===== src/rtl/truth_table_if.sv =====
// ---------------------------------------------------------------------------
// truth_table_if
//   Bundle between the truth-table sequencer, the combinational function
//   block it exercises, and the consumer of captured rows.
//
//   Control      : start, abort
//   Block drive  : w, x, y, z   ({w,x,y,z} = row index being applied)
//   Block return : f_in[9:0]    (f_in[k] = fk)
//   Row stream   : row_valid, row_ready, row_index[3:0], row_outputs[9:0]
//   Status       : busy, done, signature[9:0]
//
//   master : the sequencer side
//   slave  : the environment side (controller, function block, consumer)
// ---------------------------------------------------------------------------
interface truth_table_if;
  logic       start;
  logic       abort;
  logic       w;
  logic       x;
  logic       y;
  logic       z;
  logic [9:0] f_in;
  logic       row_valid;
  logic       row_ready;
  logic [3:0] row_index;
  logic [9:0] row_outputs;
  logic       busy;
  logic       done;
  logic [9:0] signature;

  modport master (
    input  start, abort, f_in, row_ready,
    output w, x, y, z, row_valid, row_index, row_outputs, busy, done, signature
  );

  modport slave (
    output start, abort, f_in, row_ready,
    input  w, x, y, z, row_valid, row_index, row_outputs, busy, done, signature
  );
endinterface


===== src/rtl/truth_table_sequencer.sv =====
// ---------------------------------------------------------------------------
// truth_table_sequencer
//   Walks a 4-input / 10-output combinational block through rows
//   0..LAST_ROW. Each row is driven on {w,x,y,z}, left to settle for
//   SETTLE_CYCLES clocks, captured from f_in and offered on a valid/ready
//   stream. Every accepted row is folded into a rotate-XOR signature.
//
//   clk  : single clock, rising edge
//   rst  : synchronous, active-high reset
//   bus  : truth_table_if.master (start/abort, w..z, f_in, row stream,
//          busy, done, signature)
//
//   Parameters
//     SETTLE_CYCLES : clocks from driving a row to capturing f_in (1..15)
//     LAST_ROW      : final row index of a sweep
// ---------------------------------------------------------------------------
module truth_table_sequencer #(
  parameter int SETTLE_CYCLES = 3,
  parameter int LAST_ROW      = 15
) (
  input  logic                clk,
  input  logic                rst,
  truth_table_if.master       bus
);

  typedef enum logic [1:0] {
    ST_IDLE    = 2'd0,
    ST_SETTLE  = 2'd1,
    ST_PRESENT = 2'd2,
    ST_DONE    = 2'd3
  } state_t;

  // The counter is loaded with SETTLE_CYCLES-1 on the drive edge and the
  // capture happens on the edge where it is already zero, which puts the
  // capture exactly SETTLE_CYCLES edges after the drive.
  localparam logic [3:0] SETTLE_LOAD = 4'(SETTLE_CYCLES - 1);
  localparam logic [3:0] LAST_IDX    = 4'(LAST_ROW);

  state_t     state_reg,       state_next;
  logic [3:0] idx_reg,         idx_next;
  logic [3:0] settle_cnt_reg,  settle_cnt_next;
  logic [3:0] drive_reg,       drive_next;
  logic       row_valid_reg,   row_valid_next;
  logic [3:0] row_index_reg,   row_index_next;
  logic [9:0] row_outputs_reg, row_outputs_next;
  logic [9:0] signature_reg,   signature_next;

  logic       handshake;
  assign handshake = row_valid_reg & bus.row_ready;

  always_ff @(posedge clk) begin
    if (rst) begin
      state_reg       <= ST_IDLE;
      idx_reg         <= '0;
      settle_cnt_reg  <= '0;
      drive_reg       <= '0;
      row_valid_reg   <= 1'b0;
      row_index_reg   <= '0;
      row_outputs_reg <= '0;
      signature_reg   <= '0;
    end else begin
      state_reg       <= state_next;
      idx_reg         <= idx_next;
      settle_cnt_reg  <= settle_cnt_next;
      drive_reg       <= drive_next;
      row_valid_reg   <= row_valid_next;
      row_index_reg   <= row_index_next;
      row_outputs_reg <= row_outputs_next;
      signature_reg   <= signature_next;
    end
  end

  always_comb begin
    state_next       = state_reg;
    idx_next         = idx_reg;
    settle_cnt_next  = settle_cnt_reg;
    drive_next       = drive_reg;
    row_valid_next   = row_valid_reg;
    row_index_next   = row_index_reg;
    row_outputs_next = row_outputs_reg;
    signature_next   = signature_reg;

    if (bus.abort) begin
      // Abort outranks start and handshake: the presented row is dropped
      // unaccepted, so the signature and the last driven/captured values
      // are left as they are.
      state_next     = ST_IDLE;
      row_valid_next = 1'b0;
    end else begin
      unique case (state_reg)
        ST_IDLE: begin
          if (bus.start) begin
            idx_next        = '0;
            drive_next      = '0;
            settle_cnt_next = SETTLE_LOAD;
            signature_next  = '0;
            state_next      = ST_SETTLE;
          end
        end

        ST_SETTLE: begin
          if (settle_cnt_reg == 4'd0) begin
            row_outputs_next = bus.f_in;
            row_index_next   = idx_reg;
            row_valid_next   = 1'b1;
            state_next       = ST_PRESENT;
          end else begin
            settle_cnt_next = settle_cnt_reg - 4'd1;
          end
        end

        ST_PRESENT: begin
          if (handshake) begin
            signature_next = {signature_reg[8:0], signature_reg[9]} ^ row_outputs_reg;
            row_valid_next = 1'b0;
            if (idx_reg == LAST_IDX) begin
              state_next = ST_DONE;
            end else begin
              // The next row goes onto the block on the handshake edge
              // itself, so settling overlaps nothing the consumer sees.
              idx_next        = idx_reg + 4'd1;
              drive_next      = idx_reg + 4'd1;
              settle_cnt_next = SETTLE_LOAD;
              state_next      = ST_SETTLE;
            end
          end
        end

        ST_DONE: begin
          state_next = ST_IDLE;
        end

        default: begin
          state_next = ST_IDLE;
        end
      endcase
    end
  end

  assign bus.w           = drive_reg[3];
  assign bus.x           = drive_reg[2];
  assign bus.y           = drive_reg[1];
  assign bus.z           = drive_reg[0];
  assign bus.row_valid   = row_valid_reg;
  assign bus.row_index   = row_index_reg;
  assign bus.row_outputs = row_outputs_reg;
  assign bus.signature   = signature_reg;
  assign bus.busy        = (state_reg == ST_SETTLE) || (state_reg == ST_PRESENT);
  assign bus.done        = (state_reg == ST_DONE);

endmodule

===== src/flat_wrapper.sv =====
// flat-port wrapper written by rule: the top's interface ports become plain ports
module truth_table_sequencer_flat 
#(
  parameter int SETTLE_CYCLES = 3,
  parameter int LAST_ROW      = 15
)
  (clk, rst, bus_start, bus_abort, bus_f_in, bus_row_ready, bus_w, bus_x, bus_y, bus_z, bus_row_valid, bus_row_index, bus_row_outputs, bus_busy, bus_done, bus_signature);
  truth_table_if bus_i ();
  input  logic clk;
  input  logic rst;
  input wire logic [$bits(bus_i.start)-1:0] bus_start;
  input wire logic [$bits(bus_i.abort)-1:0] bus_abort;
  input wire logic [$bits(bus_i.f_in)-1:0] bus_f_in;
  input wire logic [$bits(bus_i.row_ready)-1:0] bus_row_ready;
  output wire logic [$bits(bus_i.w)-1:0] bus_w;
  output wire logic [$bits(bus_i.x)-1:0] bus_x;
  output wire logic [$bits(bus_i.y)-1:0] bus_y;
  output wire logic [$bits(bus_i.z)-1:0] bus_z;
  output wire logic [$bits(bus_i.row_valid)-1:0] bus_row_valid;
  output wire logic [$bits(bus_i.row_index)-1:0] bus_row_index;
  output wire logic [$bits(bus_i.row_outputs)-1:0] bus_row_outputs;
  output wire logic [$bits(bus_i.busy)-1:0] bus_busy;
  output wire logic [$bits(bus_i.done)-1:0] bus_done;
  output wire logic [$bits(bus_i.signature)-1:0] bus_signature;
  assign bus_i.start = bus_start;
  assign bus_i.abort = bus_abort;
  assign bus_i.f_in = bus_f_in;
  assign bus_i.row_ready = bus_row_ready;
  assign bus_w = bus_i.w;
  assign bus_x = bus_i.x;
  assign bus_y = bus_i.y;
  assign bus_z = bus_i.z;
  assign bus_row_valid = bus_i.row_valid;
  assign bus_row_index = bus_i.row_index;
  assign bus_row_outputs = bus_i.row_outputs;
  assign bus_busy = bus_i.busy;
  assign bus_done = bus_i.done;
  assign bus_signature = bus_i.signature;
  truth_table_sequencer #(.SETTLE_CYCLES(SETTLE_CYCLES), .LAST_ROW(LAST_ROW)) u_core (.clk(clk), .rst(rst), .bus(bus_i));
endmodule

===== config.mk =====
export PLATFORM = sky130hd
export DESIGN_NAME = truth_table_sequencer_flat
export DESIGN_NICKNAME = d
export VERILOG_FILES = /design/src/rtl/truth_table_if.sv /design/src/rtl/truth_table_sequencer.sv /design/src/flat_wrapper.sv
export SDC_FILE = /design/constraint.sdc
export NUM_CORES = 1
export LEC_CHECK = 0
export CORE_MARGIN = 2
export CORE_UTILIZATION = 49
export CTS_BUF_LIST = sky130_fd_sc_hd__clkbuf_4 sky130_fd_sc_hd__clkbuf_8
export DETAILED_ROUTE_END_ITERATION = 7
export HOLD_SLACK_MARGIN = 0.08
export PLACE_DENSITY = 0.89
export SYNTH_ARGS = -nofsm -noshare
export SYNTH_HDL_FRONTEND = slang
export SYNTH_SLANG_ARGS = --single-unit

===== constraint.sdc =====
create_clock -name clk -period 2.6 [get_ports clk]
set_input_delay 0.39 -clock clk [delete_from_list [all_inputs] [get_ports clk]]
set_output_delay 0.39 -clock clk [all_outputs]
set_load 0.005 [all_outputs]

**Yosys cells after proc, flatten, opt, wreduce, memory -nomap -nowiden**

Index checks and enable logic that the tools add are counted.

- Register bits after elaboration: 35
- Bits of input ports: 15
- Output and inout bits: 31

- Add/subtract/negate cells: 2
- Equal/unequal tests: 9
- Multiplexer cells: 20
- Bitwise logic cells: 3
- Reduce and logical (&&, ||, !) cells: 13

Operators with widths:

| cell | count |
|---|---|
| 4-bit 2-to-1 mux | 7 |
| 10-bit 2-to-1 mux | 2 |
| 10-bit case mux with 2 select lines | 1 |
| 4-bit case mux with 3 select lines | 1 |
| 10-bit bitwise XOR | 1 |
| 3-bit AND reduction | 3 |
| 2-bit 2-to-1 mux | 4 |
| 2-bit case mux with 4 select lines | 1 |
| 4-bit case mux with 2 select lines | 1 |
| 2-bit != test (second input constant) | 3 |
| 6-bit AND reduction | 1 |
| 5-bit AND reduction | 1 |
| 4-bit by 1-bit adder with 4-bit output (second input constant) | 1 |
| 2-bit == test (second input constant) | 2 |
| 4-bit == test (second input constant) | 1 |
| 4-bit zero test | 1 |
| 2-bit by 1-bit != test with 1-bit output (second input constant) | 2 |
| 4-bit AND reduction | 1 |
| 2-bit nonzero test | 2 |
| 4-bit by 1-bit subtractor with 4-bit output (second input constant) | 1 |
| 3-bit nonzero test | 1 |
| 2-bit by 1-bit == test with 1-bit output (second input constant) | 1 |
| 2-bit zero test | 1 |
| 1-bit 2-to-1 mux | 2 |
| other kinds (5) | 5 |

**Longest topological paths before layout**

Gate-level depths: netlist (run 1).

- Depth in word-level cells: 4
- Depth in mapped cells: 9
- Mapped depth without buffers: 6

**Worst setup path after synthesis (run 1)**

OpenSTA, ideal clock, no wires.

- Path type: flip-flop to flip-flop
- Start point: register u_core.state_reg[1]
- End point: register u_core.settle_cnt_reg[2]
- Setup time: 0.070 ns
- Arrival: 1.894 ns
- Required time: 2.530 ns
- Path slack: 0.636 ns
- Cell stages (with the launch flop): 8
- Buffers on the path: 1
- Clock period less this slack: 1.964 ns
- Cell sequence: dfxtp_1 inv_1 ha_1 buf_4 and4bb_4 or3_4 or4_1 a21oi_1

- Word-level cells in the longest chain between the ends: 3
- Elaborated cells on any way between the ends: 10
- Classes of those cells: eq/ne: 6; mux: 1; reduce/logical: 3

RTL lines:

| what | line | RTL |
|---|---|---|
| start, declared | truth_table_sequencer.sv:39 | `state_t state_reg, state_next;` |
| start signal, assigned | truth_table_sequencer.sv:62 | `state_reg <= state_next;` |
| 2-bit by 1-bit == test with 1-bit output (tied with other cells) | truth_table_sequencer.sv:90 | `unique case (state_reg)` |
| 2-bit != test (no line) (tied with other cells) | n/a |  |
| 6-bit AND reduction (no line) | n/a |  |
| end signal, assigned | truth_table_sequencer.sv:64 | `settle_cnt_reg <= settle_cnt_next;` |
| end, declared | truth_table_sequencer.sv:41 | `logic [3:0] settle_cnt_reg, settle_cnt_next;` |

Parallel ways exist; a longest one is shown, timed or not.
A chain may end at the register's enable or synchronous reset.

**Worst setup path in the final report (run 1)**

- Start point: register u_core.state_reg[0]
- End point: register u_core.settle_cnt_reg[2]

The elaborated chain is that of the path after synthesis.

==> out/metrics.cfg, run 1 <==
[outcome]
outcome=finished clean

[layout]
layout.nets=253
num_antenna_cells=0
area_growth_pct=33.9
layout-drive-gt1-share=0.0776
fin_cells=278

[logic_synthesis]
synthSimpleGateAreaFrac=0.215
syn-cell-area_um2=1650
syn-num-nets=207
syn_avg_cell_area_um2=8.94
syn_inst=185
synth_fa_ha_area_frac=0.0530
ys_seq_area_frac=0.424
yosysTopAreaCell=dfxtp_1
yosysUniqueCellTypes=35
synth.most_common_cell=dfxtp_1
synth_edf_count=0
synthArstFlopShare=0
synth_compound_area_frac=0.112
yosys_warnings=0
synth.area.mux_share=0.103
synth_common_cells=dfxtp_1, nor2_1, a21oi_1, mux2i_1, nand2_1
ys_ff_latch=35
synth-xor-area-share=0.0530
synth_area_leaders=dfxtp_1, mux2i_1, ha_1
synth_top_family_by_area=simple AND/OR/NAND/NOR gates
ys.flop_type=dfxtp_1
synth_top_area_frac=0.424

[timing]
fin_tns_setup_ps=0
rsz0062_at_grt=no
hold_violations=0
period_needed_ps=2120
fin_crit_sh=0.817
fmax_mhz=471
finalMaxSlewViolations=0
timing.slew.headroom=0.611
setup_viol=0
worstMarginPinSlew_ps=578
finClkSkew_ps=11.8

[critical_path]
required_ps=2880
path_cells=inv_1 -> ha_1 -> a21boi_1 -> or3_1 -> or4_1 -> a21oi_1
cp-end-kind=flip-flop
crit_family=simple AND/OR/NAND/NOR gates
arrival_ps=2400
startpoint_type=flip-flop
cp_max_fo=6
cp_slowest_cell=or4_1
crit_path_max_incr_delay_ps=510
critPathKind=reg -> reg
critPathBufInv=1

[pwr]
power_frac_seq=0.566
powerDensity_nw_per_um2=442
p_switching_uw=242
max-vdd-ir-drop_mv=0.322
p_leak_uw=0.000841
internal_power_uw=736
swShare=0.247
comb_power_share=0.131
p_clk_frac=0.303

[route]
drtAntennaViolNets=0
finalWirelength_um=3710
via_per_inst=5.29
vias=1472
drc=0
drtIter0Drc=111
drtPass1Iterations=5
wl_per_cell_um=13.4

[placement]
gp_congestion=0.891
dp.cells=270
port_buffers=45
hpwl_um=2640

[die]
die_h_um=62.1
num_io_pins=46
placeableCoreArea_um2=3280
rows=21
die_x_um=62.1
floorplan.initialDensity=0.504
dieArea_um2=3860

[clocking]
cts_resized=0
cts.sinks=35
clk_pin_slew_ps=100
worstSkewPairLatency_ps=340
cts-root-buf=clkbuf_4
htree_num_levels=2
cts_tree=yes
holdBufCountCts=0
clockBufferDepth=2
cts_inserted_buffers=5
post_cts_buffers=0

[grt]
grt_pass1_wl_um=6420
grt_usage=0.208
antenna_found_initial=0
grt_pass1_vias=1407
grt_max_degree=21
grt-ovfl-total=0

[job]
max-cap-violations=0

[hold_path]
min_path_type=reg -> reg

==> cells by family after synthesis <==
group	count (synthesis)
mux	17
fa+ha+maj	7
compound gates	31
flops	35
simple gates	69
xor+xnor	10
buf+inv	16
==> final timing paths <==
| path | startpoint | endpoint | slack, ps | cells past startpoint |
|---|---|---|---|---|
| worst max-delay path | u_core.state_reg[0]$_SDFFE_PP0P_ | u_core.settle_cnt_reg[2]$_SDFFE_PP0P_ | 480 | 6 |
| worst max register to register | u_core.state_reg[0]$_SDFFE_PP0P_ | u_core.settle_cnt_reg[2]$_SDFFE_PP0P_ | 480 | 6 |
| worst min-delay path | u_core.bus.signature[6]$_SDFFE_PP0P_ | u_core.bus.signature[6]$_SDFFE_PP0P_ | 490 | 2 |
| worst min register to register | u_core.bus.signature[6]$_SDFFE_PP0P_ | u_core.bus.signature[6]$_SDFFE_PP0P_ | 490 | 2 |
==> power by group through the flow <==
stage / Clock, µW / Combinational [µW] / Sequential (µW)
after floorplan: 0 / 75.1 / 564
after global placement: 0 / 125 / 565
after detailed placement: 0 / 127 / 566
after CTS: 306 / 128 / 554
after global routing: 337 / 140 / 556
final: 296 / 128 / 554
==> layout make-up <==
cell class | count | area, µm²
clock buffer | 7 | 52.6
fill | 285 | 1070
tap | 46 | 57.6
inverter | 4 | 15.0
clock inverter | 1 | 5.00
sequential | 35 | 701
timing repair buffer | 51 | 495
multi-input combinational | 134 | 888
==> cells in the final DEF (no fill, tap or decap), types with 6 or more instances in the layout <==
cell type,instances
nor2_1,19
a21oi_1,17
dfxtp_1,35
mux2i_1,17
buf_4,6
ha_1,7
xor2_1,10
nand2_1,13
nand3_1,11
clkbuf_4,7
clkdlybuf4s50_1,45
==> metrics by stage <==
stage | setup WS, ps | hold slack [ps] | util | power (µW) | instance area [µm²]
detailed placement | 398 | 474 | 0.657 | 693 | 2160
CTS | 462 | 494 | 0.674 | 988 | 2210
finish | 475 | 491 | 0.674 | 978 | 2210
floorplan | 636 | 460 | - | 640 | 1650
global route | 353 | 520 | 0.674 | 1030 | 2210
global placement | 459 | 466 | 0.657 | 691 | 2160
==> worst reg2reg max path: cells and delay by family (launching register included) <==
family,cells,cell delay (ps)
flip-flops,1,400
adder cells (fa/ha/maj),1,270
AND/OR/NAND/NOR,2,950
buffers and inverters,1,80
AO/OA/AOI/OAI,2,370
==> routing by layer <==
layer  GRT usage  share of wire
met5           0              0
met2       0.326           0.49
met1       0.263           0.42
met4      0.0917          0.019
met3      0.0670          0.069
Power figures use the tool's default switching activity.
==> inputs of run 2 (changes only) <==
clock period = 2.1 ns   (was 2.6 ns; I/O delays follow)
==> run 2 against run 1 <==
Compared with the run above: critical path type unchanged; maximum frequency rose by 7.5%; sequential cell count unchanged; sequential power rose by 24%; die area unchanged.
==> out/metrics.cfg, run 2 (synthesis results as in run 1) <==
[outcome]
outcome=finished clean

[layout]
seqCellArea_um2=702  ; +0.18%
layout_common_cells=clkdlybuf4s50_1, dfxtp_1, nor2_1
layout.nets=262  ; +3.6%
layout_commonest_cell=clkdlybuf4s50_1
layout-drive-gt1-share=0.129  ; +0.0510
area_growth_pct=40.2
n_fill_cell=261  ; -8.4%
num_antenna_cells=0  ; unchanged
multi_input_area_um2=896  ; +0.85%

[grt]
grt_usage=0.217  ; +0.00899
grt_pass1_vias=1501  ; +6.7%
grt_max_degree=24  ; +14%
grt-ovfl-total=0  ; unchanged
use_met2=0.387  ; +0.0611
use_met1=0.246  ; -0.0167
grt_busiest_layer=met2
grt_pass1_wl_um=6740  ; +5.0%
grtUsageMet3=0.0725  ; +0.00543
antenna_found_initial=0  ; unchanged

[hold_path]
min_path_type=reg -> reg

[critical_path]
cp_slowest_cell=or4_1
arrival_ps=2260  ; -140 ps
cp-end-kind=flip-flop
crit_path_max_incr_delay_ps=500  ; about the same
critPathKind=reg -> reg
required_ps=2390  ; -490 ps
path_cells=inv_1 -> ha_1 -> and4bb_4 -> or3_4 -> or4_1 -> a21oi_2
cp_max_fo=5  ; -1
startpoint_type=flip-flop

[pwr]
p_leak_uw=0.000899  ; +6.8%
p_clk_frac=0.376  ; +0.073
max-vdd-ir-drop_mv=0.483  ; +50%
comb_power_share=0.125  ; -0.006
power_frac_seq=0.500  ; -0.066
internal_power_uw=1050  ; +42%
p_switching_uw=324  ; +34%
powerDensity_nw_per_um2=591  ; +34%
swShare=0.237  ; -0.0105
power_uw=1370  ; +40%

[placement]
gp_congestion=0.835  ; -6.2%
port_buffers=45  ; unchanged
hpwl_um=2740  ; +3.8%

[die]
die_x_um=62.1  ; unchanged
rows=21  ; unchanged
num_io_pins=46  ; unchanged
placeableCoreArea_um2=3280  ; unchanged
floorplan.initialDensity=0.504  ; unchanged
dieArea_um2=3860  ; unchanged
die_h_um=62.1  ; unchanged

[clocking]
post_cts_buffers=0  ; unchanged
cts.sinks=35  ; unchanged
clk_pin_slew_ps=110  ; about the same
cts_inserted_buffers=5  ; unchanged
clockBufferDepth=2  ; unchanged
cts_tree=yes
worstSkewPairLatency_ps=350  ; about the same
cts-root-buf=clkbuf_4
htree_num_levels=2  ; unchanged

[route]
vias=1501  ; +2.0%
wl_per_cell_um=13.8  ; +3.3%
drc=0  ; unchanged
drtAntennaViolNets=0  ; unchanged
drtIter0Drc=70  ; -37%
drtPass1Iterations=4  ; -1
via_per_inst=5.23  ; -1.2%
finalWirelength_um=3960  ; +6.6%

[timing]
timing.slew.headroom=0.737  ; +0.126
finalMaxSlewViolations=0  ; unchanged
rsz0062_at_grt=no
period_needed_ps=1980  ; -149 ps
fin_tns_setup_ps=0  ; unchanged
fin_crit_sh=0.941  ; +0.124
fmax_mhz=506  ; +7.5%
finClkSkew_ps=12.9  ; +1.09 ps
worstMarginPinSlew_ps=391  ; -186 ps
hold_violations=0  ; unchanged
setup_viol=0  ; unchanged

[job]
max-cap-violations=0  ; unchanged

## run 2: cell types whose count changed in the layout (fill, tap and decap cells not counted)
cell and delta:
a21oi_1 -1, a21oi_2 +1, and4_1 -1, and4_2 +1, buf_4 +9, bufinv_16 +1
clkbuf_4 -2, clkbuf_8 +1, dfxtp_1 -1, dfxtp_2 +1, ha_1 -1, ha_2 +1
## run 2: critical path: cells and delay by family, from the launching register on
family	cells	cell delay, ps
and+or+nand+nor	3	1100
DFF	1	400
adders and majority gates	1	190
AOI/OAI and AO/OA	1	150
buffers and inverters	1	80
## run 2: through the flow
stage | worst slack, ps | cell area (µm²) | utilization | instances | hold slack [ps]
global placement | 178 | 2220 | 0.677 | 279 | 464
floorplan | 136 | 1650 | - | 185 | 460
finish | 124 | 2320 | 0.706 | 287 | 495
detailed placement | 111 | 2220 | 0.677 | 279 | 476
CTS | 69.8 | 2310 | 0.704 | 287 | 495
global route | 50.4 | 2320 | 0.706 | 287 | 523
## run 2: routing by layer
metal  vias up  routed length (µm)
met3         5                 231
met1       707                1680
li1        754                   -
met2        35                2010
met4         0                  40
met5         -                   0
## run 2: power by group through the flow
stage	clock network, µW	registers [µW]	logic [µW]
floorplan	0	699	92.9
global placement	0	699	167
detailed placement	0	700	169
CTS	514	685	171
global route	544	686	187
finish	515	685	171
## run 2: area by class of cell
class	instances	share of cell area
Clock buffer	6	0.0221
Clock inverter	2	0.0151
Inverter	4	0.00647
Multi-Input combinational cell	134	0.386
Sequential cell	35	0.303
Tap cell	46	0.0248
Timing Repair Buffer	60	0.243
## run 2: final timing paths
check / from / to / slack, ps / cells after the start
worst max-delay path: u_core.settle_cnt_reg[1]$_SDFFE_PP0P_ / u_core.settle_cnt_reg[2]$_SDFFE_PP0P_ / 120 / 6
worst min-delay path: u_core.bus.signature[6]$_SDFFE_PP0P_ / u_core.bus.signature[6]$_SDFFE_PP0P_ / 500 / 2
worst max register to register: u_core.settle_cnt_reg[1]$_SDFFE_PP0P_ / u_core.settle_cnt_reg[2]$_SDFFE_PP0P_ / 120 / 6
worst min register to register: u_core.bus.signature[6]$_SDFFE_PP0P_ / u_core.bus.signature[6]$_SDFFE_PP0P_ / 500 / 2
## run 2: timing repair
item | CTS | global route
endpoints found under the setup margin | 0 | 1
gates resized for setup | 0 | 4
hold buffers | 0 | 0
